$ cat config.mk
export PLATFORM = sky130hd
export DESIGN_NAME = debug_command_initiator
export DESIGN_NICKNAME = d
export VERILOG_FILES = /design/src/rtl/debug_command_initiator_pkg.sv /design/src/rtl/debug_timeout_counter.sv /design/src/rtl/debug_command_initiator.sv
export SDC_FILE = /design/constraint.sdc
export NUM_CORES = 1
export LEC_CHECK = 0
export BUFFER_PORTS_ARGS = -buffer_cell sky130_fd_sc_hd__buf_4
export CAP_MARGIN = 40
export CORE_AREA = 2 2 68 70
export DETAILED_ROUTE_END_ITERATION = 10
export DIE_AREA = 0 0 70 72
export HOLD_SLACK_MARGIN = 0.15
export PLACE_DENSITY = 0.86
export SETUP_SLACK_MARGIN = 0.2
export SLEW_MARGIN = 20
export SYNTH_ARGS = -nofsm -noshare
export SYNTH_HDL_FRONTEND = slang
export SYNTH_SLANG_ARGS = --single-unit
$ cat constraint.sdc
create_clock -name i_Clock -period 2.3 [get_ports i_Clock]
set_input_delay 0.23 -clock i_Clock [delete_from_list [all_inputs] [get_ports i_Clock]]
set_output_delay 0.23 -clock i_Clock [all_outputs]
set_load 0.02 [all_outputs]
$ cat src/rtl/debug_command_initiator_pkg.sv
// debug_command_initiator_pkg: debug protocol opcodes, initiator state encodings and response status codes
package debug_command_initiator_pkg;
  localparam logic [7:0] op_PING = 8'h01;
  localparam logic [7:0] op_HALT = 8'h02;
  localparam logic [7:0] op_RESUME = 8'h03;
  localparam logic [7:0] PING_RESPONSE_BYTE = 8'hA5;
  localparam logic [2:0] s_INIT_IDLE = 3'd0;
  localparam logic [2:0] s_INIT_SEND = 3'd1;
  localparam logic [2:0] s_INIT_WAIT_TX = 3'd2;
  localparam logic [2:0] s_INIT_WAIT_RSP = 3'd3;
  localparam logic [2:0] s_INIT_REPORT = 3'd4;
  localparam logic [1:0] RSP_OK = 2'd0;
  localparam logic [1:0] RSP_TIMEOUT = 2'd1;
  localparam logic [1:0] RSP_BAD_RESPONSE = 2'd2;
endpackage

$ cat src/rtl/debug_timeout_counter.sv
// debug_timeout_counter: non-wrapping response timer; o_Expired marks the last allowed cycle
module debug_timeout_counter #(
  parameter int TIMEOUT_CYCLES = 100000
) (
  input  logic i_Clock,
  input  logic i_Reset_N,
  input  logic i_Clear,
  input  logic i_Enable,
  output logic o_Expired
);
  localparam int TW = $clog2(TIMEOUT_CYCLES + 1);
  logic [TW-1:0] count_q, count_d;
  always_comb count_d = i_Clear ? '0 : (i_Enable && count_q != TW'(TIMEOUT_CYCLES)) ? count_q + 1'b1 : count_q;
  always_ff @(posedge i_Clock) begin
    if (!i_Reset_N) count_q <= '0;
    else count_q <= count_d;
  end
  assign o_Expired = count_q == TW'(TIMEOUT_CYCLES - 1);
endmodule

$ cat src/rtl/debug_command_initiator.sv
// debug_command_initiator: sends debug opcodes over UART and collects PING replies.
// Define DEBUG_INITIATOR_RETRY_EN to resend a timed-out PING up to MAX_RETRIES times.
module debug_command_initiator
  import debug_command_initiator_pkg::*;
#(
  parameter int TIMEOUT_CYCLES = 100000
`ifdef DEBUG_INITIATOR_RETRY_EN
  , parameter int MAX_RETRIES = 2
`endif
) (
  input  logic       i_Clock,
  input  logic       i_Reset_N,
  input  logic       i_Cmd_Valid,
  output logic       o_Cmd_Ready,
  input  logic [7:0] i_Cmd_Op,
  output logic       o_Tx_DV,
  output logic [7:0] o_Tx_Byte,
  input  logic       i_Tx_Done,
  input  logic       i_Rx_DV,
  input  logic [7:0] i_Rx_Byte,
  output logic       o_Rsp_Valid,
  output logic [1:0] o_Rsp_Status,
  output logic [7:0] o_Rsp_Byte,
  output logic [7:0] o_Stray_Count
);
  logic [2:0] state_q, state_d;
  logic [7:0] op_q, op_d, rsp_byte_q, rsp_byte_d, stray_q, stray_d;
  logic [1:0] rsp_status_q, rsp_status_d;
  logic expired;
`ifdef DEBUG_INITIATOR_RETRY_EN
  localparam int RW = $clog2(MAX_RETRIES + 2);
  logic [RW-1:0] retry_q, retry_d;
`endif
  // The timer only runs while awaiting a reply and restarts on every entry to WAIT_RSP.
  debug_timeout_counter #(.TIMEOUT_CYCLES(TIMEOUT_CYCLES)) u_timer (
    .i_Clock  (i_Clock),
    .i_Reset_N(i_Reset_N),
    .i_Clear  (state_q != s_INIT_WAIT_RSP),
    .i_Enable (state_q == s_INIT_WAIT_RSP),
    .o_Expired(expired)
  );
  always_comb begin
    state_d = state_q;
    op_d = op_q;
    rsp_status_d = rsp_status_q;
    rsp_byte_d = rsp_byte_q;
    stray_d = (i_Rx_DV && state_q != s_INIT_WAIT_RSP && stray_q != 8'hFF) ? stray_q + 8'd1 : stray_q;
`ifdef DEBUG_INITIATOR_RETRY_EN
    retry_d = state_q == s_INIT_IDLE ? '0 : retry_q;
`endif
    case (state_q)
      s_INIT_IDLE: if (i_Cmd_Valid) begin
        op_d = i_Cmd_Op;
        state_d = s_INIT_SEND;
      end
      s_INIT_SEND: state_d = s_INIT_WAIT_TX;
      s_INIT_WAIT_TX: if (i_Tx_Done) begin
        state_d = op_q == op_PING ? s_INIT_WAIT_RSP : s_INIT_REPORT;
        if (op_q != op_PING) begin
          rsp_status_d = RSP_OK;
          rsp_byte_d = 8'h00;
        end
      end
      s_INIT_WAIT_RSP: if (i_Rx_DV) begin
        state_d = s_INIT_REPORT;
        rsp_byte_d = i_Rx_Byte;
        rsp_status_d = i_Rx_Byte == PING_RESPONSE_BYTE ? RSP_OK : RSP_BAD_RESPONSE;
      end else if (expired) begin
`ifdef DEBUG_INITIATOR_RETRY_EN
        if (retry_q < RW'(MAX_RETRIES)) begin
          retry_d = retry_q + 1'b1;
          state_d = s_INIT_SEND;
        end else
`endif
        begin
          state_d = s_INIT_REPORT;
          rsp_status_d = RSP_TIMEOUT;
          rsp_byte_d = 8'h00;
        end
      end
      default: state_d = s_INIT_IDLE;
    endcase
  end
  always_ff @(posedge i_Clock) begin
    if (!i_Reset_N) begin
      state_q <= s_INIT_IDLE;
      op_q <= 8'h00;
      rsp_status_q <= RSP_OK;
      rsp_byte_q <= 8'h00;
      stray_q <= 8'h00;
`ifdef DEBUG_INITIATOR_RETRY_EN
      retry_q <= '0;
`endif
    end else begin
      state_q <= state_d;
      op_q <= op_d;
      rsp_status_q <= rsp_status_d;
      rsp_byte_q <= rsp_byte_d;
      stray_q <= stray_d;
`ifdef DEBUG_INITIATOR_RETRY_EN
      retry_q <= retry_d;
`endif
    end
  end
  assign o_Cmd_Ready = state_q == s_INIT_IDLE;
  assign o_Tx_DV = state_q == s_INIT_SEND;
  assign o_Tx_Byte = op_q;
  assign o_Rsp_Valid = state_q == s_INIT_REPORT;
  assign o_Rsp_Status = rsp_status_q;
  assign o_Rsp_Byte = rsp_byte_q;
  assign o_Stray_Count = stray_q;
endmodule
==> impl_metrics.py <==
metrics = {
    "timing": {
        "drv_slew": 0,
        "final_critical_path_setup_slack_ns": 0.438,
        "worst_clock_skew_ns": 0.00431,
        "rsz0062_at_grt": "no",
        "tns_ns": 0,
        "worst_pin_slew_ns": 0.669,
        "min_period_ns": 1.86,
        "slew_headroom_pct": 55.4,
        "whs_ns": 0.158,
        "period_share_pct": 81.0,
        "hold_violations": 0,
        "max_freq_ghz": 0.537,
        "setup_viol": 0,
    },
    "routing": {
        "firstDrtPassIters": 4,
        "drt_iter0_drc": 120,
        "final_antenna_net_count": 0,
        "drt-wirelength-per-cell_um": 13.3,
        "drt-total-wl_um": 4950,
        "detailroute.via_count": 2134,
        "drcViolationCount": 0,
        "viasPerCell": 5.72,
    },
    "logic_synthesis": {
        "synth_top_family_by_area": "simple AND/OR/NAND/NOR gates",
        "yosysUniqueCellTypes": 42,
        "synth-main-ff-cell": "dfxtp_1",
        "synth_compound_area_share_pct": 17.5,
        "netlist_instances": 272,
        "synth-seq-cells": 46,
        "synth_seq_area_share_pct": 41.4,
        "synthAdderAreaFrac_pct": 1.69,
        "synthMuxAreaShare_pct": 2.25,
        "netlist_area_mm2": 0.00222,
        "synth_xor_area_share_pct": 2.76,
        "synthSimpleGateAreaFrac_pct": 30.4,
        "synthArstFlopShare_pct": 0,
        "synth_edf_count": 0,
        "avgSynthCellArea_um2": 8.18,
        "yosys_warnings": 0,
        "syn-num-nets": 296,
    },
    "critical_path": {
        "rr_endpoint": "u_timer.count_q[15]",
        "worst-endpoint-arrival_ns": 2.08,
        "worst-path-max-fanout": 12,
        "r2r_cells": 4,
        "worst-path-stages": 4,
        "slowest_stage": "or3_4",
        "criticalPathCategory": "register to register",
        "reg2reg_slack_ns": 0.44,
        "setup.worst_path.end_class": "register",
        "crit_path_max_incr_delay_ns": 0.48,
        "cp_top_family": "simple AND/OR/NAND/NOR gates",
        "r2r_start": "state_q[1]",
        "path_cells": "nand3b_2 -> or3_4 -> or4_1 -> a21oi_1",
        "worst_setup_path_start_kind": "register",
        "path_buf_inv": 0,
        "required_ns": 2.52,
    },
    "place": {
        "dp_hpwl_um": 3650,
        "post-place-ws_ns": 0.457,
        "numPortBuffers": 49,
        "gp_congestion": 0.855,
        "placed_area_mm2": 0.00263,
    },
    "die": {
        "initial_core_util_pct": 52.2,
        "die_x_um": 70,
        "core_mm2": 0.00426,
        "die_h_um": 72,
        "design.die.area_mm2": 0.00504,
        "placementRows": 24,
        "io_pins": 50,
    },
    "worst_hold_path": {
        "holdPathStages": 3,
        "whs_endpoint": "o_Rsp_Byte[2]",
        "holdCritStartpoint": "i_Rx_Byte[2]",
        "holdCritPathClass": "input port to register",
    },
    "flow_run": {
        "drv_cap": 0,
    },
    "cts": {
        "clk_path_buf_depth": 2,
        "root_buffer": "clkbuf_8",
        "clock-sinks": 46,
        "h-tree-depth": 2,
        "cts.clk_slew.worst_paths_ns": 0.08,
        "cts_buffers": 5,
        "cts_tree": "built",
        "clock_latency_ns": 0.29,
        "cts.repair.resized": 0,
    },
    "status": {
        "outcome": "finished clean",
    },
    "power_and_ir_drop": {
        "p_leak_nw": 1.02,
        "p_per_area_mw_per_mm2": 620,
        "irDropWorstVdd_uv": 405,
    },
    "finish": {
        "fin_area_mm2": 0.00275,
        "area_growth_pct": 23.7,
        "diodes": 0,
        "final_util_pct": 64.5,
        "n_fill_cell": 361,
        "drive_gt1_share_pct": 20.2,
        "finalNetCount": 344,
    },
    "global_routing": {
        "grt_max_degree": 24,
        "grt_remaining_overflow": 0,
        "grt_pass1_vias": 1999,
        "grt_pass1_wl_um": 8470,
        "grt_antenna_before_repair": 0,
        "grt_use_total_pct": 20.1,
    },
}
## metal layers
layer  share of wire (%)  vias up  GRT usage [%]
li1                    -     1086              -
met1                  46      989           24.8
met2                  47       57           35.0
met3                 6.0        2           4.58
met4                0.42        0           6.41
met5                   0        -              0
## worst min-delay path, cell delays in order
cell,delay (ns)
buf_4,0.09
a32oi_1,0.05
o21ai_0,0.06
## power by group
| part | internal, W | switching, W |
|---|---|---|
| clock network | 0.000320 | 0.000264 |
| logic | 0.000114 | 0.000151 |
| registers | 0.000826 | 0.0000312 |
| total | 0.00126 | 0.000446 |
## through the flow
step	total power, W	instances
after detailed placement	0.00114	363
after CTS	0.00172	372
after global routing	0.00179	373
final	0.00171	373
after global placement	0.00113	363
after floorplan	0.00103	272
## layout by cell type (no fill, tap or decap), types with 2 or more instances in the layout
master	count
a32oi_1	8
xor2_1	2
and4_1	2
nor3_1	7
clkbuf_8	5
nand3_1	11
and2_1	12
a21oi_1	23
mux2i_1	5
nand4b_1	2
inv_1	9
nand4_1	4
ha_1	3
buf_4	52
xnor2_1	5
nand2_1	41
nor2b_1	2
dfxtp_1	46
and3_1	4
nor4_1	2
nor2_1	14
or4_1	9
or3_1	7
clkinv_2	2
o21ai_0	17
o31ai_1	7
o211ai_1	2
## worst max-delay path by stage
stage / from / end / slack, ns
final: state_q[1] / u_timer.count_q[15] / 0.44
after global routing: state_q[1] / u_timer.count_q[15] / 0.30
after CTS: state_q[2] / o_Stray_Count[5] / 0.43
after detailed placement: state_q[1] / u_timer.count_q[15] / 0.46
after global placement: o_Stray_Count[0] / o_Stray_Count[1] / 0.52
after floorplan: o_Tx_Byte[4] / o_Rsp_Status[0] / 0.57
## layout make-up
| type | count | area, um^2 | share of cell area, % |
|---|---|---|---|
| clock inverters | 3 | 40.0 | 1.46 |
| inverters | 9 | 33.8 | 1.23 |
| flip-flops and latches | 46 | 921 | 33.5 |
| repair buffers | 54 | 408 | 14.8 |
| multi-input cells | 204 | 1210 | 44.2 |
| well taps | 52 | 65.1 | 2.36 |
| clock buffers | 5 | 68.8 | 2.50 |
## flip-flops by register name (all words and copies together) (netlist names)
signal           count
state_q              3
o_Stray_Count        8
u_timer.count_q     17
o_Rsp_Byte           8
o_Rsp_Status         2
o_Tx_Byte            8
## cells by family after synthesis
kind of cell | after synthesis
flip-flops | 46
XOR/XNOR | 7
AND/OR/NAND/NOR | 126
multiplexers | 5
AO/OA/AOI/OAI | 63
adder cells (fa/ha/maj) | 3
buffers and inverters | 22
## timing repair
| item | in CTS | in global routing |
|---|---|---|
| hold endpoints to repair | 1 | 0 |
| setup buffers | 0 | 0 |
| endpoints found under the setup margin | 0 | 0 |
| hold buffers | 1 | 0 |
## cell usage after synthesis (5+ instances only)
master    count  area [um^2]
a21oi_1      23          115
mux2i_1       5         50.1
o21ai_0      17         85.1
and2_1       12         75.1
or3_1         7         43.8
nor3_1        7         35.0
nand2_1      41          154
a32oi_1       8         70.1
dfxtp_1      46          921
clkbuf_1     10         37.5
inv_1         9         33.8
xnor2_1       5         43.8
o31ai_1       7         52.6
nand3_1      11         55.1
or4_1         9         67.6
nor2_1       14         52.6
Note: power is estimated with default switching activity, not from simulation.
